### src/rtl/fetch_pkg.sv
// Shared constants and payload type for the instruction-fetch stage.
package fetch_pkg;
  localparam int          FETCH_PC_W     = 10;
  localparam int unsigned FETCH_RESET_PC = 0;
  localparam int          INSTR_W        = 32;
  localparam logic [INSTR_W-1:0] NOP     = 32'h0000_0013;

  typedef struct packed {
    logic [INSTR_W-1:0]    instr;
    logic [FETCH_PC_W-1:0] pc;
  } fetch_entry_t;
endpackage

### src/rtl/fetch_fifo.sv
// Small circular FIFO holding fetched {instr, pc} pairs; flush empties it in one cycle.
module fetch_fifo import fetch_pkg::*; #(
  parameter int  DEPTH = 3,
  parameter type T     = fetch_entry_t
) (
  input  logic                       clk,
  input  logic                       reset,
  input  logic                       push_i,
  input  T                           data_i,
  input  logic                       pop_i,
  input  logic                       flush_i,
  output logic [$clog2(DEPTH+1)-1:0] count_o,
  output T                           head_o,
  output logic                       empty_o
);
  localparam int CW = $clog2(DEPTH+1);
  localparam int AW = (DEPTH > 1) ? $clog2(DEPTH) : 1;

  T                mem_q [DEPTH];
  logic [AW-1:0]   rd_q, wr_q;
  logic [CW-1:0]   count_q;
  logic            do_push, do_pop;

  function automatic logic [AW-1:0] nxt(input logic [AW-1:0] p);
    return (p == AW'(DEPTH-1)) ? '0 : p + 1'b1;
  endfunction

  assign empty_o = (count_q == '0);
  assign do_pop  = pop_i & ~empty_o;
  // A push into a full FIFO is only accepted if the head leaves the same cycle.
  assign do_push = push_i & ((count_q != CW'(DEPTH)) | do_pop);
  assign count_o = count_q;
  assign head_o  = mem_q[rd_q];

  always_ff @(posedge clk or posedge reset) begin
    if (reset) begin
      mem_q   <= '{default: '0};
      rd_q    <= '0;
      wr_q    <= '0;
      count_q <= '0;
    end else if (flush_i) begin
      rd_q    <= '0;
      wr_q    <= '0;
      count_q <= '0;
    end else begin
      if (do_push) begin
        mem_q[wr_q] <= data_i;
        wr_q        <= nxt(wr_q);
      end
      if (do_pop) rd_q <= nxt(rd_q);
      unique case ({do_push, do_pop})
        2'b10:   count_q <= count_q + 1'b1;
        2'b01:   count_q <= count_q - 1'b1;
        default: ;
      endcase
    end
  end
endmodule

### src/rtl/fetch_unit.sv
// Fetch stage: drives ROM address, captures the registered ROM word, buffers for decode.
// Optional FETCH_MISALIGN_CHK_EN adds fetch_fault and blocks misaligned redirects.
module fetch_unit import fetch_pkg::*; #(
  parameter int          PC_W     = FETCH_PC_W,
  parameter int unsigned RESET_PC = FETCH_RESET_PC,
  parameter int          DEPTH    = 3
) (
  input  logic               clk,
  input  logic               reset,
  output logic [PC_W-1:0]    pc_read_c0,
  input  logic [INSTR_W-1:0] instr_reg_c1,
  input  logic               redirect_valid,
  input  logic [PC_W-1:0]    redirect_pc,
  output logic               instr_valid,
  input  logic               instr_ready,
  output logic [INSTR_W-1:0] instr,
  output logic [PC_W-1:0]    instr_pc
`ifdef FETCH_MISALIGN_CHK_EN
  ,
  output logic               fetch_fault
`endif
);
  localparam int CW = $clog2(DEPTH+1);
  localparam logic [PC_W-1:0] RST_PC = RESET_PC[PC_W-1:0];

  typedef struct packed {
    logic [INSTR_W-1:0] instr;
    logic [PC_W-1:0]    pc;
  } entry_t;

  logic [PC_W-1:0] pc_q, pc_d, pc_c1_q, pc_c1_d;
  logic            inflight_q, inflight_d;
  logic            issue, room, push, pop, empty;
  logic [CW-1:0]   count;
  entry_t          head, wdata;

`ifdef FETCH_MISALIGN_CHK_EN
  logic fault_q, fault_d, misalign;
  assign misalign    = (redirect_pc[1:0] != 2'b00);
  assign fetch_fault = fault_q;
`endif

  // Credit is based on start-of-cycle occupancy; a same-cycle pop does not free a slot.
  assign room = (int'(count) + int'(inflight_q)) < DEPTH;

  always_comb begin
    pc_read_c0 = reset ? RST_PC : (redirect_valid ? redirect_pc : pc_q);
`ifdef FETCH_MISALIGN_CHK_EN
    issue   = redirect_valid ? ~misalign : (~fault_q & room);
    fault_d = redirect_valid ? misalign : fault_q;
`else
    issue   = redirect_valid | room;
`endif
    push       = inflight_q & ~redirect_valid;
    pc_d       = issue ? pc_read_c0 + PC_W'(4) : pc_q;
    pc_c1_d    = issue ? pc_read_c0 : pc_c1_q;
    inflight_d = issue;
  end

  always_ff @(posedge clk or posedge reset) begin
    if (reset) begin
      pc_q       <= RST_PC;
      pc_c1_q    <= '0;
      inflight_q <= 1'b0;
`ifdef FETCH_MISALIGN_CHK_EN
      fault_q    <= 1'b0;
`endif
    end else begin
      pc_q       <= pc_d;
      pc_c1_q    <= pc_c1_d;
      inflight_q <= inflight_d;
`ifdef FETCH_MISALIGN_CHK_EN
      fault_q    <= fault_d;
`endif
    end
  end

  assign wdata.instr = instr_reg_c1;
  assign wdata.pc    = pc_c1_q;
  assign pop         = instr_valid & instr_ready;

  fetch_fifo #(.DEPTH(DEPTH), .T(entry_t)) u_fifo (
    .clk     (clk),
    .reset   (reset),
    .push_i  (push),
    .data_i  (wdata),
    .pop_i   (pop),
    .flush_i (redirect_valid),
    .count_o (count),
    .head_o  (head),
    .empty_o (empty)
  );

  assign instr_valid = ~empty;
  assign instr       = head.instr;
  assign instr_pc    = head.pc;
endmodule
### config.mk
export PLATFORM = sky130hd
export DESIGN_NAME = fetch_unit
export DESIGN_NICKNAME = d
export VERILOG_FILES = /design/src/rtl/fetch_pkg.sv /design/src/rtl/fetch_fifo.sv /design/src/rtl/fetch_unit.sv
export SDC_FILE = /design/constraint.sdc
export NUM_CORES = 1
export LEC_CHECK = 0
export CORE_MARGIN = 4
export CORE_UTILIZATION = 50
export CTS_BUF_LIST = sky130_fd_sc_hd__clkbuf_16
export CTS_CLUSTER_SIZE = 25
export DETAILED_ROUTE_END_ITERATION = 10
export PLACE_DENSITY = 0.81
export SETUP_SLACK_MARGIN = 0.1
export SYNTH_ARGS = -nofsm -noshare
export SYNTH_HDL_FRONTEND = slang
export SYNTH_SLANG_ARGS = --single-unit
### constraint.sdc
create_clock -name clk -period 6.4 [get_ports clk]
set_clock_uncertainty 0.05 [all_clocks]
set_input_delay 1.28 -clock clk [delete_from_list [all_inputs] [get_ports clk]]
set_output_delay 1.28 -clock clk [all_outputs]
set_load 0.01 [all_outputs]
; ---- After elaboration in Yosys (flattened, before gate mapping)
; Cells that the tools add are included.
[totals]
reg_bits = 153
inputBits = 46
word_cells = 59
[classes]
n_addsub = 6
n_lt_le_gt_ge = 4
eq_ne = 5
n_mux = 16
n_bitwise = 10
n_reduce_logical = 6
[op_table]
columns = cell, n
row1 = $bwmux 126, 1
row2 = $mux 42, 3
row3 = $bmux 42 s2, 1
row4 = $demux 42 s2, 1
row5 = $mux 10, 2
row6 = $mux 2, 7
row7 = $add 10x3->10 const B, 1
row8 = $add 2x1->2 const B, 3
row9 = $eq 2x2->1 const B, 3
row10 = $ge 3x3->1 const B, 2
row11 = $not 2->3, 2
row12 = $and 1x1->1, 4
row13 = $pmux 2 s2, 1
row14 = $reduce_bool 2->1, 2
row15 = $add 2x1->3, 1
row16 = $lt 3x1->1 const B, 1
row17 = $lt 3x2->1 const B, 1
row18 = $reduce_bool 3->1, 1
row19 = $eq 2x1->1 const B, 1
row20 = $logic_not 2->1, 1
row21 = $ne 2x2->1 const B, 1
row22 = $not 1->1, 2
row23 = $or 1x1->1, 2
row24 = $reduce_and 2->1, 1
row25 = 2 further kinds, 2

; ---- Depth between registers and ports, before layout
[depth]
word_depth = 9
mapped_depth = 10
depth_no_buf = 7

; ---- Hierarchy
; From an unflattened synthesis, not the netlist that was laid out.
[unflattened]
hier_cells = 560
area_unflattened_um2 = 7230.7
[by_module_without_submodules]
columns = module, n_inst, cells_per_inst, area_each_um2, seq_area_each_um2
row1 = fetch_fifo, 1, 444, 6130.9, 3303.2
row2 = fetch_unit, 1, 116, 1099.8, 475.5

; ---- Worst setup path before layout
; No wires, ideal clock.
[synth_path]
kind = input -> output
from = in reset
to = out pc_read_c0[8]
arrival_time_ns = 5.104
t_required_ns = 5.070
setup_slack_ns = -0.034
path_stages = 3
n_path_buf = 0
path_cell_list = inv_1 nand2_1 inv_1
[synth_via]
elab_chain_cells = 1
[synth_rtl]
columns = item, line
row1 = "start, declared", fetch_unit.sv:9  ; input logic reset,
row2 = $mux 10, fetch_unit.sv:47  ; pc_read_c0 = reset ? RST_PC : (redirect_valid ? redirect_pc : pc_q);
row3 = "end, declared", fetch_unit.sv:10  ; output logic [PC_W-1:0] pc_read_c0,
; Every way passes these cells.

; ---- Worst setup path in the final report
[layout_path]
from = in redirect_valid
to = out pc_read_c0[6]
[layout_via]
elab_chain_cells = 2
[layout_rtl]
columns = item, line
row1 = "start, declared", fetch_unit.sv:12  ; input logic redirect_valid,
row2 = $mux 10 (2 in a row), fetch_unit.sv:47
; Every way passes these cells.

==> reports/qor.txt <==
Register clock-pin slew on the reported worst setup and hold paths - 50 ps
CTS Buffer Depth - 2
Hold_sp - pc_q[6]
Slew HR - 0.1769
Critical Path Start - redirect_valid
Total CTS buffers - 17
Min Tclk post-route - 4939 ps
Vias in the first global route - 5022
Top-count cell post-synth - dfrtp_1
Synth area leader - dfrtp_1
Fin nets - 704
DR DRC count - 0
Multi-input combinational cell area - 3087 sq um
Post_cts resized - 0
Worst Tran Pin Value - 1230 ps
Synth top area share - 0.5288
Gpl congestion - 0.8431
Peak supply drop - 0.1812 mV
Site Rows - 43
# diodes - 0
Post-route ant nets - 0
Clk Latency, worst-skew pair - 420 ps
Layout overhead on the synthesized area - 22.90%
Path type of the worst min-delay path - reg2reg
Cell Pwr Density - 455.5 nW/um^2
Average routed wire per standard cell - 18.31 microns
Clk sink count - 151
Largest net degree at the start of global routing - 80
First-pass GRT wire length - 25360 microns
Setup TNS - 0 ps
R2R Path Start - inflight_q
Element type at the critical path start - input pin
Via/cell ratio - 5.525
Routed WL - 15530 microns
Initial antenna violation count - 0
Hold buffers post-CTS - 0
Register area share after synthesis - 0.5288
CP Data Required Time - 5070 ps
Post-CTS Setup Bufs - 0
Width of the die - 127.5 microns
Cell Area, Placed - 8163 sq um
Total Routing Usage GR - 0.1984
Htree depth - 4
Fillers - 1025
Kind of critical path - in2out
Worst hold margin - 440.5 ps
Final Hold Viols - 0
Number of I/O port buffers - 98
Post-detail-place hpwl - 9601 microns
Setup violators final - 0
Die H - 127.5 microns
Critical path fanouts, max - 26
Initial Util - 0.5128
1st-pass router iterations - 6
Synth top area cells - dfrtp_1, mux2_2, mux2_4, mux2i_1, nand2_1
DP Cell Count - 816
Register Area - 3780 sq um
Share of layout cells above drive strength 1 - 0.2560
Initial DRC count - 233
Final worst-path cycle share - 0.7717
Final Cell Area - 8782 sq um
Worst Setup End Kind - output pin
Highest clock rate - 202.5 MHz
Core Box Area - 13930 sq um
IO Count - 99
Die area - 16270 sq um
Post-Syn Area - 7146 sq um
Final Non-Filler Cells - 848
WP data arrival - 3610 ps
Yosys synthesis warning count - 0
Via count - 4685
Root Driver - clkbuf_16
RSZ-0062 raised after global routing - false
Synth cell count leaders - dfrtp_1, mux2_2, nand2_1
Lkg Pwr - 3.810 nW
Cell variety after synth - 38
Max-slew violations - 0
Post-Syn Instances - 565
Remaining Overflow, GRT - 0
Outcome - finished, final reports clean
Syn_area_per_cell - 12.65 sq um
Synthesized Nets - 614
Synth Register Bits - 151
Primary FF master, synth - dfrtp_1
CTS tree - yes
Post-synth EDFFs - 0
Async SR Flop Fraction - 1.000
Total of max-cap violations - 0
## logic make-up after synthesis
group,after synthesis,synth area share
DFF,151,0.5288
adders and majority gates,3,0.005254
AOI/OAI and AO/OA,70,0.05375
buffers and inverters,41,0.04027
and+or+nand+nor,117,0.07337
xor gates and xnor gates,4,0.004902
muxes,179,0.2936
## registers in the layout, indices dropped and copies added (netlist names)
signal,flops
u_fifo.mem_q,126
u_fifo.wr_q,2
pc_c1_q,8
u_fifo.count_o,2
pc_q,10
u_fifo.rd_q,2
inflight_q,1
## area by class of cell
class                      instances  area share
clock buffer                      17     0.04844
inverter                           5    0.002564
tap                              180     0.02564
clock inverter                    15     0.02208
multi-input combinational        373      0.3515
sequential                       151      0.4304
timing repair buffer             107      0.1194
## power breakdown
group | switching, mW | leakage [nW] | internal (mW)
sequential | 0.246 | 1.86 | 1.37
combinational | 0.529 | 1.64 | 0.810
clock | 0.363 | 0.314 | 0.679
total | 1.14 | 3.81 | 2.86
## cells in the final DEF (no fill, tap or decap), types with 3 or more instances in the layout
cell type and instances:
clkbuf_16 17, mux2i_1 51, clkdlybuf4s50_1 98, mux2_2 89, xnor2_1 4, dfrtp_1 150, nand3b_1 3, bufinv_16 5
clkinv_1 3, nor2_1 18, a21o_1 3, inv_1 8, nand2_1 76, ha_1 3, a21oi_1 8, mux2_4 39
buf_4 9, o21ai_0 50, nand3_1 6
## path summary, 6_finish.rpt
kind | end | slack [ps] | cells past startpoint
worst max-delay path | pc_read_c0[6] | 1460 | 4
worst min-delay path | pc_q[6] | 440 | 2
worst max register to register | u_fifo.mem_q[92] | 3900 | 4
worst min register to register | pc_q[6] | 440 | 2
max in group asynchronous | u_fifo.mem_q[62] | 3230 | 4
min in group asynchronous | pc_q[0] | 1720 | 3
## per-layer routing
metal | track usage | wire [microns]
met5 | 0 | 0
met4 | 0.07066 | 213
met3 | 0.04682 | 801
met2 | 0.3242 | 7524
met1 | 0.2600 | 6986
## metrics by stage
stage	utilization	setup slack (ps)	power (mW)
2_1_floorplan	-	1098	2.449
3_3_place_gp	0.5858	1559	2.884
6_report	0.6302	1461	4.000
3_5_place_dp	0.5858	1483	2.963
5_1_grt	0.6302	1286	4.217
4_1_cts	0.6302	1485	4.037
## worst max-delay path, cell delays in order
cell,delay (ps)
clkdlybuf4s50_1,1210
mux2i_1,260
nor2_1,260
clkdlybuf4s50_1,590
Note: power is estimated with default switching activity, not from simulation.
